[config.mk]
export PLATFORM = sky130hd
export DESIGN_NAME = control_unit
export DESIGN_NICKNAME = d
export VERILOG_FILES = /design/src/rtl/cpu_pkg.sv /design/src/rtl/dec3to8.sv /design/src/rtl/control_unit.sv
export SDC_FILE = /design/constraint.sdc
export NUM_CORES = 1
export LEC_CHECK = 0
export ABC_AREA = 1
export BUFFER_PORTS_ARGS = -buffer_cell sky130_fd_sc_hd__clkbuf_2
export CAP_MARGIN = 20
export CORE_MARGIN = 1.5
export CORE_UTILIZATION = 35
export CTS_CLUSTER_SIZE = 28
export DETAILED_ROUTE_END_ITERATION = 7
export PLACE_DENSITY = 0.68
export SLEW_MARGIN = 40
export SYNTH_ARGS = -nofsm -noshare
export SYNTH_HDL_FRONTEND = slang
export SYNTH_HIERARCHICAL = 1
export SYNTH_SLANG_ARGS = --single-unit
[constraint.sdc]
create_clock -name clk -period 1.2 [get_ports clk]
set_input_delay 0.12 -clock clk [delete_from_list [all_inputs] [get_ports clk]]
set_output_delay 0.12 -clock clk [all_outputs]
set_load 0.005 [all_outputs]
[src/rtl/cpu_pkg.sv]
// Shared definitions for the 16-bit CPU: opcodes, sequencer states and IR field positions.
package cpu_pkg;

    localparam logic [2:0] OP_MV  = 3'b000;
    localparam logic [2:0] OP_MVI = 3'b001;
    localparam logic [2:0] OP_ADD = 3'b010;
    localparam logic [2:0] OP_SUB = 3'b011;

    typedef enum logic [1:0] {
        T0 = 2'd0,
        T1 = 2'd1,
        T2 = 2'd2,
        T3 = 2'd3
    } state_t;

    localparam int unsigned OP_MSB = 15;
    localparam int unsigned OP_LSB = 13;
    localparam int unsigned RX_MSB = 12;
    localparam int unsigned RX_LSB = 10;
    localparam int unsigned RY_MSB = 9;
    localparam int unsigned RY_LSB = 7;

endpackage

[src/rtl/dec3to8.sv]
// 3-bit to 8-bit one-hot decoder; all outputs low when en is low.
module dec3to8 (
    input  logic [2:0] sel,
    input  logic       en,
    output logic [7:0] y
);

    always_comb begin
        y = '0;
        if (en) begin
            y[sel] = 1'b1;
        end
    end

endmodule

[src/rtl/control_unit.sv]
// Instruction sequencer: fetches into IR, then walks T0..T3 driving register enables,
// bus-source selects and ALU controls.
module control_unit
    import cpu_pkg::*;
#(
    parameter int unsigned NREG = 8,
    parameter int unsigned DW   = 16
) (
    input  logic            clk,
    input  logic            reset,
    input  logic            run,
    input  logic [DW-1:0]   din,
    output logic            ir_load,
    output logic [NREG-1:0] reg_in,
    output logic [NREG-1:0] reg_sel,
    output logic            din_out,
    output logic            g_out,
    output logic            a_in,
    output logic            g_in,
    output logic            addsub,
    output logic            done
);

    state_t        state_q, state_d;
    logic [DW-1:0] ir_q;

    logic [2:0] opcode;
    logic [2:0] rx;
    logic [2:0] ry;
    logic       is_alu;

    assign opcode = ir_q[OP_MSB:OP_LSB];
    assign rx     = ir_q[RX_MSB:RX_LSB];
    assign ry     = ir_q[RY_MSB:RY_LSB];
    assign is_alu = (opcode == OP_ADD) || (opcode == OP_SUB);

    // Internal strobes before reset gating
    logic       ir_load_c;
    logic       in_en_c;
    logic       sel_en_c;
    logic       sel_rx_c;
    logic       din_out_c;
    logic       g_out_c;
    logic       a_in_c;
    logic       g_in_c;
    logic       addsub_c;
    logic       done_c;
    logic [2:0] sel_idx;
    logic [7:0] reg_in_dec;
    logic [7:0] reg_sel_dec;

    always_ff @(posedge clk) begin
        if (reset) begin
            state_q <= T0;
            ir_q    <= '0;
        end else begin
            state_q <= state_d;
            if (ir_load_c) begin
                ir_q <= din;
            end
        end
    end

    always_comb begin
        state_d   = state_q;
        ir_load_c = 1'b0;
        in_en_c   = 1'b0;
        sel_en_c  = 1'b0;
        sel_rx_c  = 1'b0;
        din_out_c = 1'b0;
        g_out_c   = 1'b0;
        a_in_c    = 1'b0;
        g_in_c    = 1'b0;
        addsub_c  = 1'b0;
        done_c    = 1'b0;

        unique case (state_q)
            T0: begin
                if (run) begin
                    ir_load_c = 1'b1;
                    state_d   = T1;
                end
            end
            T1: begin
                if (opcode == OP_MV) begin
                    sel_en_c = 1'b1;
                    in_en_c  = 1'b1;
                    done_c   = 1'b1;
                    state_d  = T0;
                end else if (opcode == OP_MVI) begin
                    din_out_c = 1'b1;
                    in_en_c   = 1'b1;
                    done_c    = 1'b1;
                    state_d   = T0;
                end else if (is_alu) begin
                    // First operand comes from rX into A
                    sel_en_c = 1'b1;
                    sel_rx_c = 1'b1;
                    a_in_c   = 1'b1;
                    state_d  = T2;
                end else begin
                    done_c  = 1'b1;
                    state_d = T0;
                end
            end
            T2: begin
                sel_en_c = 1'b1;
                g_in_c   = 1'b1;
                addsub_c = opcode[0];
                state_d  = T3;
            end
            T3: begin
                g_out_c = 1'b1;
                in_en_c = 1'b1;
                done_c  = 1'b1;
                state_d = T0;
            end
            default: state_d = T0;
        endcase
    end

    assign sel_idx = sel_rx_c ? rx : ry;

    dec3to8 u_dec_in (
        .sel (rx),
        .en  (in_en_c && !reset),
        .y   (reg_in_dec)
    );

    dec3to8 u_dec_sel (
        .sel (sel_idx),
        .en  (sel_en_c && !reset),
        .y   (reg_sel_dec)
    );

    assign reg_in  = reg_in_dec[NREG-1:0];
    assign reg_sel = reg_sel_dec[NREG-1:0];

    // Reset aborts mid-instruction, so every enable is squashed while it is high
    assign ir_load = ir_load_c && !reset;
    assign din_out = din_out_c && !reset;
    assign g_out   = g_out_c   && !reset;
    assign a_in    = a_in_c    && !reset;
    assign g_in    = g_in_c    && !reset;
    assign addsub  = addsub_c  && !reset;
    assign done    = done_c    && !reset;

endmodule

==> impl_metrics.json, run 1 <==
{
  "final_core_util_pct": 60.3,
  "clk-insertion-delay-late_ps": 260,
  "rsz0062_at_grt": "true",
  "die_h_um": 49.6,
  "rows": 16,
  "timing.final.ws_setup_ps": -490,
  "area.growth.synth_to_final_pct": 59.0,
  "p_int_uw": 921,
  "final_common_cell": "nor2_1",
  "antenna_found_initial": 0,
  "violations": "negative setup slack",
  "synthTopCellsByArea": "dfxtp_1, nor2_1, nand2_1",
  "grt-ovfl-total": 0,
  "die_w_um": 49.6,
  "worstPathCellList": "inv_4 > ha_4 > nand3_4 > nand2_1 > nor2_1 > nor2_1 > nand2_1 > nor2_1 > clkbuf_2",
  "pwr-share-comb_pct": 50.0,
  "grt_max_degree": 12,
  "arrival_ps": 1570,
  "core_um2": 2000,
  "hp-class": "primary input to register",
  "wl_per_cell_um": 10.3,
  "p_switching_uw": 617,
  "switching_share_pct": 40.1,
  "syn_nets": 145,
  "hold_viol_final": 0,
  "clk_pin_slew_ps": 70,
  "hold_ws_ps": 87.2,
  "path_class": "register to output port",
  "critPathSlowestCell": "dfxtp_4",
  "io_pins": 42,
  "p_clk_share_pct": 16.5,
  "irDropWorstVdd_mv": 0.894,
  "fmax_mhz": 592,
  "ctsHoldBuffers": 0,
  "yosys_register_bits": 11,
  "cp_data_required_time_ps": 1080,
  "grt_pass1_vias": 878,
  "grt_pass1_wl_um": 3520,
  "worst_path_most_repeated_cell": "nor2_1",
  "seqPwrFrac_pct": 33.6,
  "gp_congestion": 0.810,
  "synth.largest_area_cell": "dfxtp_1",
  "cts.sinks": 11,
  "final_max_slew_viol_count": 0,
  "power_density_nw_per_um2": 1270,
  "nets": 198,
  "dr.pass1.iters": 4,
  "initial_core_util_pct": 37.9,
  "crit_fanout": 7,
  "cts_tree": "built",
  "vias": 893,
  "cts-root-buf": "clkbuf_4",
  "routed_wl_um": 2070,
  "tightest_slew_ps": 299,
  "ys_warn_count": 6,
  "remaining_drc_errors": 0,
  "dpl_cell_area_um2": 1040,
  "cp-end-kind": "output port",
  "drv_cap": 0,
  "antenna_cells": 0,
  "slew_headroom_pct": 80.1,
  "seq_area_frac_synth_pct": 29.0,
  "leakagePower_uw": 0.000606,
  "port_buffers": 34,
  "period_share_pct": 141,
  "fin_skew_ps": 0.426,
  "dieArea_um2": 2460,
  "mostFrequentLayoutCells": "nor2_1, nand2_1, clkbuf_2, buf_4, buf_2",
  "numCtsBuffers": 3,
  "syn-cell-area_um2": 759,
  "syn_avg_cell_area_um2": 6.23,
  "final_area_um2": 1210,
  "synth_top_cell_area_share_pct": 29.0,
  "drive_gt1_share_pct": 52.9,
  "min_from": "din[8]",
  "antenna_left": 0,
  "status": "finished, violations left",
  "critPathMaxStageDelay_ps": 360,
  "dp_hpwl_um": 1540,
  "h-tree-depth": 1,
  "start_kind": "register",
  "synth_cells": 122,
  "setup_viol": 31,
  "vias_per_cell": 4.44,
  "fin_setup_tns_ps": -9470,
  "rr_startpoint": "state_q[0]",
  "clk_path_buf_depth": 2,
  "drtIter0Drc": 19,
  "grt_usage_pct": 18.0,
  "period_minus_slack_ps": 1690,
  "synthDistinctLibCells": 18
}
-- logic make-up (layout without fill, tap and decap cells) --
group | count (synthesis) | after routing | synth area share [%]
AND/OR/NAND/NOR | 70 | 70 | 36.2
buffers and inverters | 20 | 72 | 12.5
AO/OA/AOI/OAI | 17 | 17 | 15.7
flip-flops | 11 | 11 | 29.0
adder cells (fa/ha/maj) | 4 | 4 | 6.59
-- layout make-up --
class | count | area [µm²]
Inverter | 17 | 68.8
Multi-Input combinational cell | 91 | 542
Timing Repair Buffer | 51 | 309
Tap cell | 27 | 33.8
Fill cell | 201 | 795
Sequential cell | 11 | 228
Clock buffer | 4 | 26.3
-- layer usage --
metal | vias to the layer above | global-route usage (%) | part of all wire [%]
met4 | 0 | 7.41 | 0.92
li1 | 474 | - | -
met5 | - | 0 | 0
met3 | 2 | 1.52 | 4.1
met1 | 394 | 21.1 | 44
met2 | 23 | 33.1 | 51
-- worst max-delay path, delay by kind of cell, from the launching register on --
kind / cells / cell delay [ps]
buffers and inverters: 2 / 180
adders and majority gates: 1 / 150
and+or+nand+nor: 6 / 600
DFF: 1 / 360
-- cells in the mapped netlist --
library cell / n
clkinv_2: 1
buf_4: 1
o21ai_2: 8
a21oi_2: 1
inv_1: 14
nand3_2: 1
dfxtp_1: 11
nand2_1: 26
clkinv_1: 1
nor2_1: 39
nand2_2: 1
o21ai_0: 2
a21oi_1: 4
inv_2: 1
nor3_1: 3
buf_6: 2
o21ai_1: 2
ha_1: 4
-- power by group through the flow --
stage | Sequential [µW] | Combinational (µW) | Clock (µW)
floorplan | 497 | 424 | 0
global placement | 505 | 618 | 0
detailed placement | 511 | 631 | 0
CTS | 508 | 713 | 265
global route | 526 | 862 | 272
finish | 517 | 769 | 253
-- through the flow --
stage               total power, µW  std cells  worst slack, ps
finish                         1540        201             -490
global route                   1660        201             -617
CTS                            1490        200             -490
detailed placement             1140        192             -241
global placement               1120        192             -188
floorplan                       921        122             12.2
-- sequential cells by signal, summed over array words and instances, names as in the netlist, named ones only --
register  cells
state_q       1
ir_q          9
-- what timing repair did --
action                     CTS  global route
setup buffers                4             1
pin swaps                    2             6
resized for setup           16            28
cloned                       0             0
setup endpoints to repair   32            33
-- worst paths after layout --
path / endpoint / slack, ps / depth (start not counted)
worst max-delay path: reg_sel[7] / -490 / 9
worst min-delay path: ir_q[8] / 90 / 3
worst min register to register: ir_q[8] / 490 / 2
worst max register to register: ir_q[10] / -120 / 6
No activity file was read; power rests on OpenSTA's default activity.
==> run 2, diff against run 1 <==
--- a/config.mk
+++ b/config.mk
@@ -6,15 +6,15 @@
 export NUM_CORES = 1
 export LEC_CHECK = 0
 export ABC_AREA = 1
+export ABC_CLOCK_PERIOD_IN_PS = 1200
 export BUFFER_PORTS_ARGS = -buffer_cell sky130_fd_sc_hd__clkbuf_2
 export CAP_MARGIN = 20
 export CORE_MARGIN = 1.5
 export CORE_UTILIZATION = 35
 export CTS_CLUSTER_SIZE = 28
 export DETAILED_ROUTE_END_ITERATION = 7
-export PLACE_DENSITY = 0.68
+export PLACE_DENSITY = 0.67
 export SLEW_MARGIN = 40
 export SYNTH_ARGS = -nofsm -noshare
 export SYNTH_HDL_FRONTEND = slang
-export SYNTH_HIERARCHICAL = 1
 export SYNTH_SLANG_ARGS = --single-unit
==> run 2 against run 1 <==
Net effect:
- highest routed layer unchanged
- sequential share of layout area down 2.1 points
- setup slack better by 25 ps
- first-iteration DRC count decreased by 26%
- critical path type unchanged
- area after synthesis grew 4.1%
- largest power group unchanged
- register-to-register slack better by 200 ps
- the run still ends with negative setup slack left
- flip-flop and latch count stayed put
- sequential power is essentially flat
- wire length rose by 18%
- hold slack better by 25 ps
- cell area is 12% higher
- die area rose by 3.9%
==> impl_metrics.json, run 2 <==
{
  "status": "finished, violations left",
  "violations": "negative setup slack",
  "irDropWorstVdd_mv": 0.868,
  "hold_end": "ir_q[8]",
  "drv_cap": 0,
  "antenna_cells": 0,
  "cts_tree": "built",
  "critPathMaxStageDelay_ps": 340,
  "mostFrequentLayoutCells": "clkbuf_2, nor2_2, nand2_1, inv_1",
  "reg_top3": "ir_q x9, state_q x1",
  "remaining_drc_errors": 0,
  "path_class": "register to output port",
  "r2r.worst_path.cells": 6,
  "tightest_slew_ps": 310,
  "grt_usage_pct": 20.2,
  "slew_headroom_pct": 79.3,
  "final_area_um2": 1360,
  "die_w_um": 50.5,
  "timing.final.ws_setup_ps": -465,
  "seq_area_frac_synth_pct": 27.8,
  "netlist_top_cells_count": "nor2_1, nand2_1, inv_1",
  "setup_viol": 23,
  "vias": 973,
  "syn_avg_cell_area_um2": 6.48,
  "synthTopCellsByArea": "dfxtp_1, nor2_1, nand2_1",
  "worstPathCellList": "inv_4 > ha_4 > inv_4 > nor2_4 > nand2_2 > nand2_4 > nand3_4 > nor2_2 > buf_2",
  "routed_wl_um": 2450,
  "leakagePower_uw": 0.000623,
  "period_minus_slack_ps": 1670,
  "synth_edf_count": 0,
  "final_max_slew_viol_count": 0,
  "antenna_found_initial": 0,
  "cts-root-buf": "clkbuf_4",
  "dp_hpwl_um": 1660,
  "clk_path_buf_depth": 2,
  "place_ws_ps": -152,
  "gp_congestion": 0.702,
  "hold_ws_ps": 112,
  "clk_pin_slew_ps": 80,
  "dr.pass1.iters": 4,
  "yosys_register_bits": 11,
  "cp-end-kind": "output port",
  "dieArea_um2": 2550,
  "hp-class": "primary input to register",
  "clk-insertion-delay-late_ps": 280,
  "arrival_ps": 1550,
  "synth_top_cell_area_share_pct": 27.8,
  "nets": 194,
  "fillCellCount": 186,
  "synth_cells": 122,
  "numCtsBuffers": 3,
  "dpl_cell_area_um2": 1090,
  "die_h_um": 50.5,
  "yosys_most_used_dff": "dfxtp_1",
  "port_buffers": 34,
  "critPathSlowestCell": "dfxtp_2",
  "power_uw": 1820,
  "antenna_left": 0,
  "crit_fanout": 5,
  "fmax_mhz": 600,
  "max_flop_register": "ir_q",
  "rows": 17,
  "min_from": "din[8]",
  "core_um2": 2170,
  "async_flop_share_pct": 0,
  "final_common_cell": "clkbuf_2",
  "cts.sinks": 11,
  "syn_nets": 145,
  "largest_reg_flops": 9,
  "syn-cell-area_um2": 791,
  "io_pins": 42,
  "whs_path_depth": 3,
  "worst_path_most_repeated_cell": "inv_4",
  "initial_core_util_pct": 36.4,
  "fin_skew_ps": 4.23,
  "grt_max_degree": 20,
  "power_density_nw_per_um2": 1340,
  "synth.most_common_cell": "nor2_1",
  "rsz0062_at_grt": "true",
  "ys_warn_count": 0,
  "fin_setup_tns_ps": -8630,
  "synthDistinctLibCells": 23,
  "period_share_pct": 139,
  "area.growth.synth_to_final_pct": 71.4,
  "drive_gt1_share_pct": 63.5,
  "synth.largest_area_cell": "dfxtp_1",
  "ctsHoldBuffers": 0,
  "reg2reg_slack_ps": 80,
  "cp_data_required_time_ps": 1080,
  "start_kind": "register",
  "drtIter0Drc": 14,
  "hold_viol_final": 0,
  "grt-ovfl-total": 0,
  "vias_per_cell": 4.91,
  "wl_per_cell_um": 12.4,
  "grt_pass1_wl_um": 3990,
  "grt_pass1_vias": 938,
  "h-tree-depth": 1
}
## run 2: routing by layer
layer / GRT usage [%] / share of wire, % / up-vias
li1: - / - / 484
met1: 21.2 / 42 / 452
met2: 38.6 / 52 / 30
met3: 4.76 / 4.3 / 7
met4: 7.21 / 2.0 / 0
met5: 0 / 0 / -
## run 2: timing repair
| item | in CTS | in global routing |
|---|---|---|
| setup buffers | 5 | 1 |
| pin swaps | 12 | 13 |
| endpoints found under the setup margin | 33 | 34 |
| gates resized for setup | 29 | 32 |
## run 2: kinds of logic (layout without fill, tap and decap cells)
| family | after synthesis | after routing | share of synthesized area [%] |
|---|---|---|---|
| and+or+nand+nor | 64 | 64 | 38.1 |
| DFF | 11 | 11 | 27.8 |
| buffers and inverters | 21 | 69 | 12.5 |
| adders and majority gates | 4 | 4 | 6.33 |
| AOI/OAI and AO/OA | 22 | 22 | 15.2 |
## run 2: metrics by stage
step	std cells	utilization, %
after floorplan	122	-
after global placement	191	50.2
after detailed placement	191	50.2
after CTS	199	58.6
after global routing	198	62.5
final	198	62.5
## run 2: power breakdown
part           total [µW]  internal, µW  switching, µW
Combinational        1020           429            596
Sequential            518           443           74.5
Clock                 273           129            144
Total                1820          1000            814
## run 2: worst max-delay path by stage
stage / endpoint / slack, ps / from / cells past startpoint
floorplan: reg_sel[0] / -30 / register / 9
global placement: reg_sel[0] / -100 / state_q[0] / 7
detailed placement: reg_sel[4] / -150 / state_q[0] / 7
CTS: reg_sel[3] / -440 / register / 9
global route: reg_sel[4] / -550 / register / 9
finish: reg_sel[4] / -470 / register / 9
## run 2: cell type report
class                           count  area (µm²)  area share [%]
Multi-Input combinational cell     90         699            51.6
Timing Repair Buffer               48         294            21.7
Sequential cell                    11         226            16.7
Inverter                           17        73.8            5.45
Tap cell                           28        35.0            2.59
Clock buffer                        4        26.3            1.94
## run 2: worst max-delay path, delay by kind of cell (launching register included)
| family | cells | cell delay (ps) |
|---|---|---|
| buf+inv | 3 | 240 |
| flops | 1 | 340 |
| fa+ha+maj | 1 | 180 |
| simple gates | 5 | 510 |
